$ cat src/rtl/dcache_wb_mem_bridge_pkg.sv
// Shared definitions for the data-cache write-back buffer and memory bridge.
package dcache_wb_mem_bridge_pkg;

  localparam int unsigned CD_ADDR_WIDTH  = 32;
  localparam int unsigned CD_LINE_WIDTH  = 128;
  localparam int unsigned CD_OFFSET_BITS = 4;
  localparam int unsigned CD_WB_DEPTH    = 2;

  typedef struct packed {
    logic                                      valid;
    logic [CD_ADDR_WIDTH-CD_OFFSET_BITS-1:0]   line_addr;
    logic [CD_LINE_WIDTH-1:0]                  data;
  } type_wb_entry_s;

  typedef enum logic [1:0] {
    IDLE   = 2'd0,
    FWD    = 2'd1,
    RD_MEM = 2'd2,
    WR_MEM = 2'd3
  } type_wb_bridge_state_e;

endpackage

$ cat src/rtl/dcache_wb_fifo.sv
// Write-back buffer: circular storage of evicted lines with coalescing pushes
// and a youngest-match lookup for fill forwarding.
module dcache_wb_fifo
  import dcache_wb_mem_bridge_pkg::*;
#(
  parameter int unsigned ADDR_WIDTH  = CD_ADDR_WIDTH,
  parameter int unsigned LINE_WIDTH  = CD_LINE_WIDTH,
  parameter int unsigned OFFSET_BITS = CD_OFFSET_BITS,
  parameter int unsigned DEPTH       = CD_WB_DEPTH
) (
  input  logic                              clk,
  input  logic                              rst,
  input  logic                              push,
  input  logic [ADDR_WIDTH-OFFSET_BITS-1:0] push_line,
  input  logic [LINE_WIDTH-1:0]             push_data,
  input  logic                              pop,
  input  logic                              lock_head,
  input  logic [ADDR_WIDTH-OFFSET_BITS-1:0] lookup_line,
  output logic                              hit,
  output logic [LINE_WIDTH-1:0]             hit_data,
  output logic [ADDR_WIDTH-1:0]             head_addr,
  output logic [LINE_WIDTH-1:0]             head_data,
  output logic                              empty,
  output logic                              full
);
  localparam int unsigned PW  = $clog2(DEPTH);
  localparam int unsigned LAW = ADDR_WIDTH - OFFSET_BITS;
  localparam logic [PW:0] FULL_COUNT = (PW+1)'(DEPTH);

  typedef logic [PW-1:0] ptr_t;

  logic [DEPTH-1:0]      valid;
  logic [LAW-1:0]        line_addr [DEPTH];
  logic [LINE_WIDTH-1:0] data      [DEPTH];
  ptr_t                  head, tail, merge_idx, idx;
  logic [PW:0]           count, count_n;
  logic                  merge;

  // Scan oldest to youngest so the last match found is the youngest one.
  always_comb begin
    hit       = 1'b0;
    hit_data  = '0;
    merge     = 1'b0;
    merge_idx = head;
    idx       = head;
    for (int unsigned i = 0; i < DEPTH; i++) begin
      idx = head + ptr_t'(i);
      if (valid[idx] && line_addr[idx] == lookup_line) begin
        hit      = 1'b1;
        hit_data = data[idx];
      end
      if (valid[idx] && line_addr[idx] == push_line && !(lock_head && idx == head)) begin
        merge     = 1'b1;
        merge_idx = idx;
      end
    end
  end

  always_comb begin
    count_n = count;
    if (push && !merge) count_n = count_n + (PW+1)'(1);
    if (pop)            count_n = count_n - (PW+1)'(1);
  end

  assign head_addr = {line_addr[head], {OFFSET_BITS{1'b0}}};
  // A coalesce into the head on the cycle a drain is launched must reach memory.
  assign head_data = (push && merge && merge_idx == head) ? push_data : data[head];

  always_ff @(posedge clk or posedge rst) begin
    if (rst) begin
      valid <= '0;
      head  <= '0;
      tail  <= '0;
      count <= '0;
      empty <= 1'b1;
      full  <= 1'b0;
    end else begin
      if (push && !merge) begin
        valid[tail] <= 1'b1;
        tail        <= tail + ptr_t'(1);
      end
      if (pop) begin
        valid[head] <= 1'b0;
        head        <= head + ptr_t'(1);
      end
      count <= count_n;
      empty <= (count_n == '0);
      full  <= (count_n == FULL_COUNT);
    end
  end

  always_ff @(posedge clk) begin
    if (push) begin
      if (merge) begin
        data[merge_idx] <= push_data;
      end else begin
        line_addr[tail] <= push_line;
        data[tail]      <= push_data;
      end
    end
  end

endmodule

$ cat src/rtl/dcache_wb_mem_bridge.sv
// Bridge between the write-back data cache and the line-wide memory port:
// fills are served first (forwarded from the buffer when possible), dirty lines drain when idle.
module dcache_wb_mem_bridge
  import dcache_wb_mem_bridge_pkg::*;
#(
  parameter int unsigned DCACHE_ADDR_WIDTH  = CD_ADDR_WIDTH,
  parameter int unsigned DCACHE_LINE_WIDTH  = CD_LINE_WIDTH,
  parameter int unsigned DCACHE_OFFSET_BITS = CD_OFFSET_BITS,
  parameter int unsigned WB_DEPTH           = CD_WB_DEPTH
) (
  input  logic                         clk,
  input  logic                         rst,
  input  logic                         wrb_req_i,
  input  logic [DCACHE_ADDR_WIDTH-1:0] wrb_addr_i,
  input  logic [DCACHE_LINE_WIDTH-1:0] wrb_data_i,
  output logic                         wrb_ready_o,
  input  logic                         rd_req_i,
  input  logic [DCACHE_ADDR_WIDTH-1:0] rd_addr_i,
  output logic [DCACHE_LINE_WIDTH-1:0] rd_data_o,
  output logic                         rd_ack_o,
  output logic                         mem_req_o,
  output logic                         mem_we_o,
  output logic [DCACHE_ADDR_WIDTH-1:0] mem_addr_o,
  output logic [DCACHE_LINE_WIDTH-1:0] mem_wdata_o,
  input  logic [DCACHE_LINE_WIDTH-1:0] mem_rdata_i,
  input  logic                         mem_ack_i,
  output logic                         wb_empty_o,
  output logic                         wb_full_o
);
  type_wb_bridge_state_e state, state_n;

  logic                         push, pop, hit, rd_live;
  logic                         req_n, we_n, ack_n;
  logic [DCACHE_ADDR_WIDTH-1:0] addr_n, head_addr;
  logic [DCACHE_LINE_WIDTH-1:0] wdata_n, rdata_n, hit_data, head_data;
  logic                         unused_offsets;

  assign unused_offsets = ^{wrb_addr_i[DCACHE_OFFSET_BITS-1:0], rd_addr_i[DCACHE_OFFSET_BITS-1:0]};
  assign wrb_ready_o    = !wb_full_o;
  assign push           = wrb_req_i && wrb_ready_o;
  // The requester still holds rd_req_i during its ack cycle; that request is already served.
  assign rd_live        = rd_req_i && !rd_ack_o;

  dcache_wb_fifo #(
    .ADDR_WIDTH  (DCACHE_ADDR_WIDTH),
    .LINE_WIDTH  (DCACHE_LINE_WIDTH),
    .OFFSET_BITS (DCACHE_OFFSET_BITS),
    .DEPTH       (WB_DEPTH)
  ) u_fifo (
    .clk         (clk),
    .rst         (rst),
    .push        (push),
    .push_line   (wrb_addr_i[DCACHE_ADDR_WIDTH-1:DCACHE_OFFSET_BITS]),
    .push_data   (wrb_data_i),
    .pop         (pop),
    .lock_head   (state == WR_MEM),
    .lookup_line (rd_addr_i[DCACHE_ADDR_WIDTH-1:DCACHE_OFFSET_BITS]),
    .hit         (hit),
    .hit_data    (hit_data),
    .head_addr   (head_addr),
    .head_data   (head_data),
    .empty       (wb_empty_o),
    .full        (wb_full_o)
  );

  always_comb begin
    state_n = state;
    req_n   = mem_req_o;
    we_n    = mem_we_o;
    addr_n  = mem_addr_o;
    wdata_n = mem_wdata_o;
    ack_n   = 1'b0;
    rdata_n = rd_data_o;
    pop     = 1'b0;
    case (state)
      IDLE: begin
        if (rd_live && hit) begin
          state_n = FWD;
          rdata_n = hit_data;
        end else if (rd_live) begin
          state_n = RD_MEM;
          req_n   = 1'b1;
          we_n    = 1'b0;
          addr_n  = {rd_addr_i[DCACHE_ADDR_WIDTH-1:DCACHE_OFFSET_BITS], {DCACHE_OFFSET_BITS{1'b0}}};
        end else if (!wb_empty_o) begin
          state_n = WR_MEM;
          req_n   = 1'b1;
          we_n    = 1'b1;
          addr_n  = head_addr;
          wdata_n = head_data;
        end
      end
      FWD: begin
        ack_n   = 1'b1;
        state_n = IDLE;
      end
      RD_MEM: begin
        if (mem_ack_i) begin
          req_n   = 1'b0;
          ack_n   = 1'b1;
          rdata_n = mem_rdata_i;
          state_n = IDLE;
        end
      end
      WR_MEM: begin
        if (mem_ack_i) begin
          req_n   = 1'b0;
          pop     = 1'b1;
          state_n = IDLE;
        end
      end
      default: state_n = IDLE;
    endcase
  end

  always_ff @(posedge clk or posedge rst) begin
    if (rst) begin
      state       <= IDLE;
      mem_req_o   <= 1'b0;
      mem_we_o    <= 1'b0;
      mem_addr_o  <= '0;
      mem_wdata_o <= '0;
      rd_ack_o    <= 1'b0;
      rd_data_o   <= '0;
    end else begin
      state       <= state_n;
      mem_req_o   <= req_n;
      mem_we_o    <= we_n;
      mem_addr_o  <= addr_n;
      mem_wdata_o <= wdata_n;
      rd_ack_o    <= ack_n;
      rd_data_o   <= rdata_n;
    end
  end

endmodule
$ cat config.mk
export PLATFORM = sky130hd
export DESIGN_NAME = dcache_wb_mem_bridge
export DESIGN_NICKNAME = d
export VERILOG_FILES = /design/src/rtl/dcache_wb_mem_bridge_pkg.sv /design/src/rtl/dcache_wb_fifo.sv /design/src/rtl/dcache_wb_mem_bridge.sv
export SDC_FILE = /design/constraint.sdc
export NUM_CORES = 1
export LEC_CHECK = 0
export ABC_AREA = 0
export CAP_MARGIN = 25
export CORE_MARGIN = 2
export CORE_UTILIZATION = 31
export CTS_CLUSTER_DIAMETER = 150
export DETAILED_ROUTE_END_ITERATION = 16
export GPL_TIMING_DRIVEN = 0
export MAX_ROUTING_LAYER = met4
export SLEW_MARGIN = 5
export SYNTH_ARGS = -nofsm -noshare
export SYNTH_HDL_FRONTEND = slang
export SYNTH_SLANG_ARGS = --single-unit
$ cat constraint.sdc
create_clock -name clk -period 19.7 [get_ports clk]
set_clock_uncertainty 0.15 [all_clocks]
set_input_delay 3.94 -clock clk [delete_from_list [all_inputs] [get_ports clk]]
set_output_delay 3.94 -clock clk [all_outputs]
set_load 0.05 [all_outputs]
==> results.yml <==
timing:
  worstMarginPinSlew_ns: 1.07
  slew_violations: 0
  fmax_mhz: 129
  rsz0062_at_grt: "no"
  relSlewSlack_pct: 28.4
  period_share_pct: 39.3
  setup_viol_count_final: 0
  finalCriticalPeriod_ns: 7.74
  fin_setup_tns_ns: 0
  hold_viol_final: 0
drt:
  vias_per_cell: 5.24
  route.vias.total: 21850
  drc_errors: 0
  drt_iter0_drc: 1437
  avgRoutedWirePerCell_um: 26.6
  routed_wl_um: 111000
  drt-pass1-iter-count: 5
  ant_nets: 0
synthesis:
  yosys_warnings: 0
  synth_flop_cell: "edfxtp_1"
  synth-edff-count: 312
  async_reset_ff_share_pct: 48.8
  ys_types: 47
  avgSynthCellArea_um2: 12.8
  synth-seq-cells: 609
  syn_area_um2: 28300
  syn_inst: 2209
  ys_seq_area_share_pct: 59.4
setup_path:
  critPathArrivalTime_ns: 7.91
  cp.required_ns: 19.88
  cpMostUsedCell: "buf_16"
  crit_path_end_kind: "register"
  crit_chain: "clkdlybuf4s50_1 > xnor2_1 > nor4_1 > nand4_1 > o21ai_0 > nor2_1 > a221o_1 > nor2_4 > buf_16 > buf_16 > buf_16"
  worst-path-max-fanout: 15
  slowest_stage: "nor4_1"
  startpoint_type: "input port"
  critPathKind: "input port to register"
  max_stage_delay_ns: 0.64
run:
  max_cap_violations: 0
final_layout:
  area_growth_pct: 36.8
  drive_above_1_share_pct: 12.6
  fin_nets: 3238
  final_cell_mix: "clkdlybuf4s50_1, edfxtp_1, nand2_1"
  fin_area_um2: 38700
  nFillCells: 8438
  final_common_cell: "clkdlybuf4s50_1"
floorplan:
  die-area_um2: 93600
  initial_utilization_pct: 31.4
  die_h_um: 306
  core_um2: 90100
  floorplan.rows: 110
  dieWidth_um: 306
  ios: 619
hold_path:
  min_path_type: "register to register"
clock_tree:
  ctsHoldBuffers: 0
  clk_latency_ns: 0.63
  cts_tree: "yes"
  htreeDepth: 3
  cts_root_buffer: "clkbuf_16"
  cts_buffers: 71
  ctsResizeCount: 0
  clk_pin_slew_ns: 0.06
  clkSinkCount: 609
  clk_path_buf_depth: 3
  postCtsSetupBuffers: 0
global_route:
  grt_first_pass_wirelength_um: 159000
  grt_max_degree: 104
  grt_usage_pct: 23.9
  grt_pass1_vias: 22587
  antenna_found_initial: 27
  overflow: 0
power_and_ir_drop:
  leakagePower_nw: 14.9
  ir_worst_vdd_uv: 106
  pwr_density_cell_nw_per_um2: 191
placement:
  placed_area_um2: 36200
  io_buffers: 606
  dp_hpwl_um: 81000
  place_congestion: 0.914
status:
  status: "finished, final reports clean"
-- power by group --
group          switching, mW  internal (mW)
Clock                  0.578          0.777
Combinational           2.48           1.44
Sequential             0.271           1.83
Total                   3.33           4.04
-- layout make-up --
| cell class | count | area, um2 | share of cell area, % |
|---|---|---|---|
| buffer | 177 | 892 | 2.31 |
| antenna | 23 | 57.6 | 0.149 |
| inverter | 7 | 33.8 | 0.0873 |
| sequential | 609 | 16800 | 43.4 |
| multi-input combinational | 1419 | 10600 | 27.4 |
| clock inverter | 30 | 390 | 1.01 |
| timing repair buffer | 624 | 6440 | 16.7 |
| tap | 1176 | 1470 | 3.80 |
| clock buffer | 101 | 2010 | 5.20 |
-- worst max-delay path, delay by kind of cell --
| family | cells | cell delay, ns |
|---|---|---|
| compound gates | 2 | 0.86 |
| buf+inv | 4 | 1.18 |
| simple gates | 4 | 1.78 |
| xor+xnor | 1 | 0.12 |
-- sequential cells by signal, summed over array words and instances, names as in the netlist --
name              cells
u_fifo.data         256
mem_wdata_o         128
rd_data_o           128
u_fifo.line_addr     56
mem_addr_o           28
state                 2
u_fifo.count          2
u_fifo.valid          2
mem_req_o             1
mem_we_o              1
rd_ack_o              1
u_fifo.empty          1
u_fifo.full           1
u_fifo.head           1
u_fifo.tail           1
-- per-stage QoR --
| step | util (%) | total power, mW | hold slack [ns] | setup slack, ns | instances |
|---|---|---|---|---|---|
| floorplan | - | 4.58 | 0.328 | 7.41 | 2212 |
| global placement | 39.7 | 6.03 | 0.313 | 1.36 | 3994 |
| detailed placement | 40.2 | 6.04 | 0.320 | 11.35 | 4012 |
| CTS | 42.8 | 7.42 | 0.333 | 12.01 | 4143 |
| global route | 42.9 | 7.70 | 0.354 | 11.81 | 4166 |
| finish | 42.9 | 7.37 | 0.329 | 11.96 | 4166 |
-- final timing paths --
check	from	to	slack (ns)	cells after the start
max in group asynchronous	rst	mem_wdata_o[8]	14.61	4
min	mem_wdata_o[124]	mem_wdata_o[124]	0.33	2
max reg2reg	u_fifo.head	u_fifo.data[0][7]	14.50	14
max	wrb_addr_i[30]	u_fifo.data[0][7]	11.96	11
min in group asynchronous	rst	mem_wdata_o[24]	3.57	2
min reg2reg	mem_wdata_o[124]	mem_wdata_o[124]	0.33	2
-- synth_stat cells, types with 2 or more instances --
library cell,n,share of area (%)
nor3_1,9,0.16
edfxtp_1,312,33
or3_1,2,0.044
ha_1,4,0.18
xnor2_1,112,3.5
xor2_1,8,0.25
buf_6,18,0.72
buf_4,8,0.21
nand2b_1,4,0.088
clkbuf_1,101,1.3
a221oi_1,128,4.0
dfrtp_1,296,26
buf_1,2,0.027
nor4_1,37,0.82
nand3_1,2,0.035
o22ai_1,3,0.066
mux2i_2,6,0.29
o21ai_1,120,2.1
mux2_2,158,6.3
o22a_1,2,0.062
nor2_1,8,0.11
a2bb2oi_1,128,4.0
nand4_1,10,0.22
o21ai_0,42,0.74
and2_1,4,0.088
buf_2,48,0.85
and4_1,2,0.062
o21a_1,128,3.4
o31ai_1,4,0.11
nor2b_1,3,0.066
o2bb2ai_1,2,0.062
inv_1,7,0.093
mux2i_1,180,6.4
nand2_1,298,4.0
-- cells by family (layout without fill, tap and decap cells) --
family	count (synthesis)	in the layout	share of synthesized area, %
compound gates	565	565	14.7
xor+xnor	120	120	3.72
fa+ha+maj	4	4	0.177
buf+inv	184	939	3.24
flops	609	609	59.4
mux	344	344	13.0
other cells	1	27	0.0133
simple gates	382	382	5.72
-- metal layers --
metal	global-route usage (%)	share of wire, %	up-vias
met5	-	0	-
met4	7.96	3.3	0
met3	5.59	6.9	163
met2	38.5	48	783
met1	29.5	42	11139
li1	-	-	9765
Power figures use the tool's default switching activity.
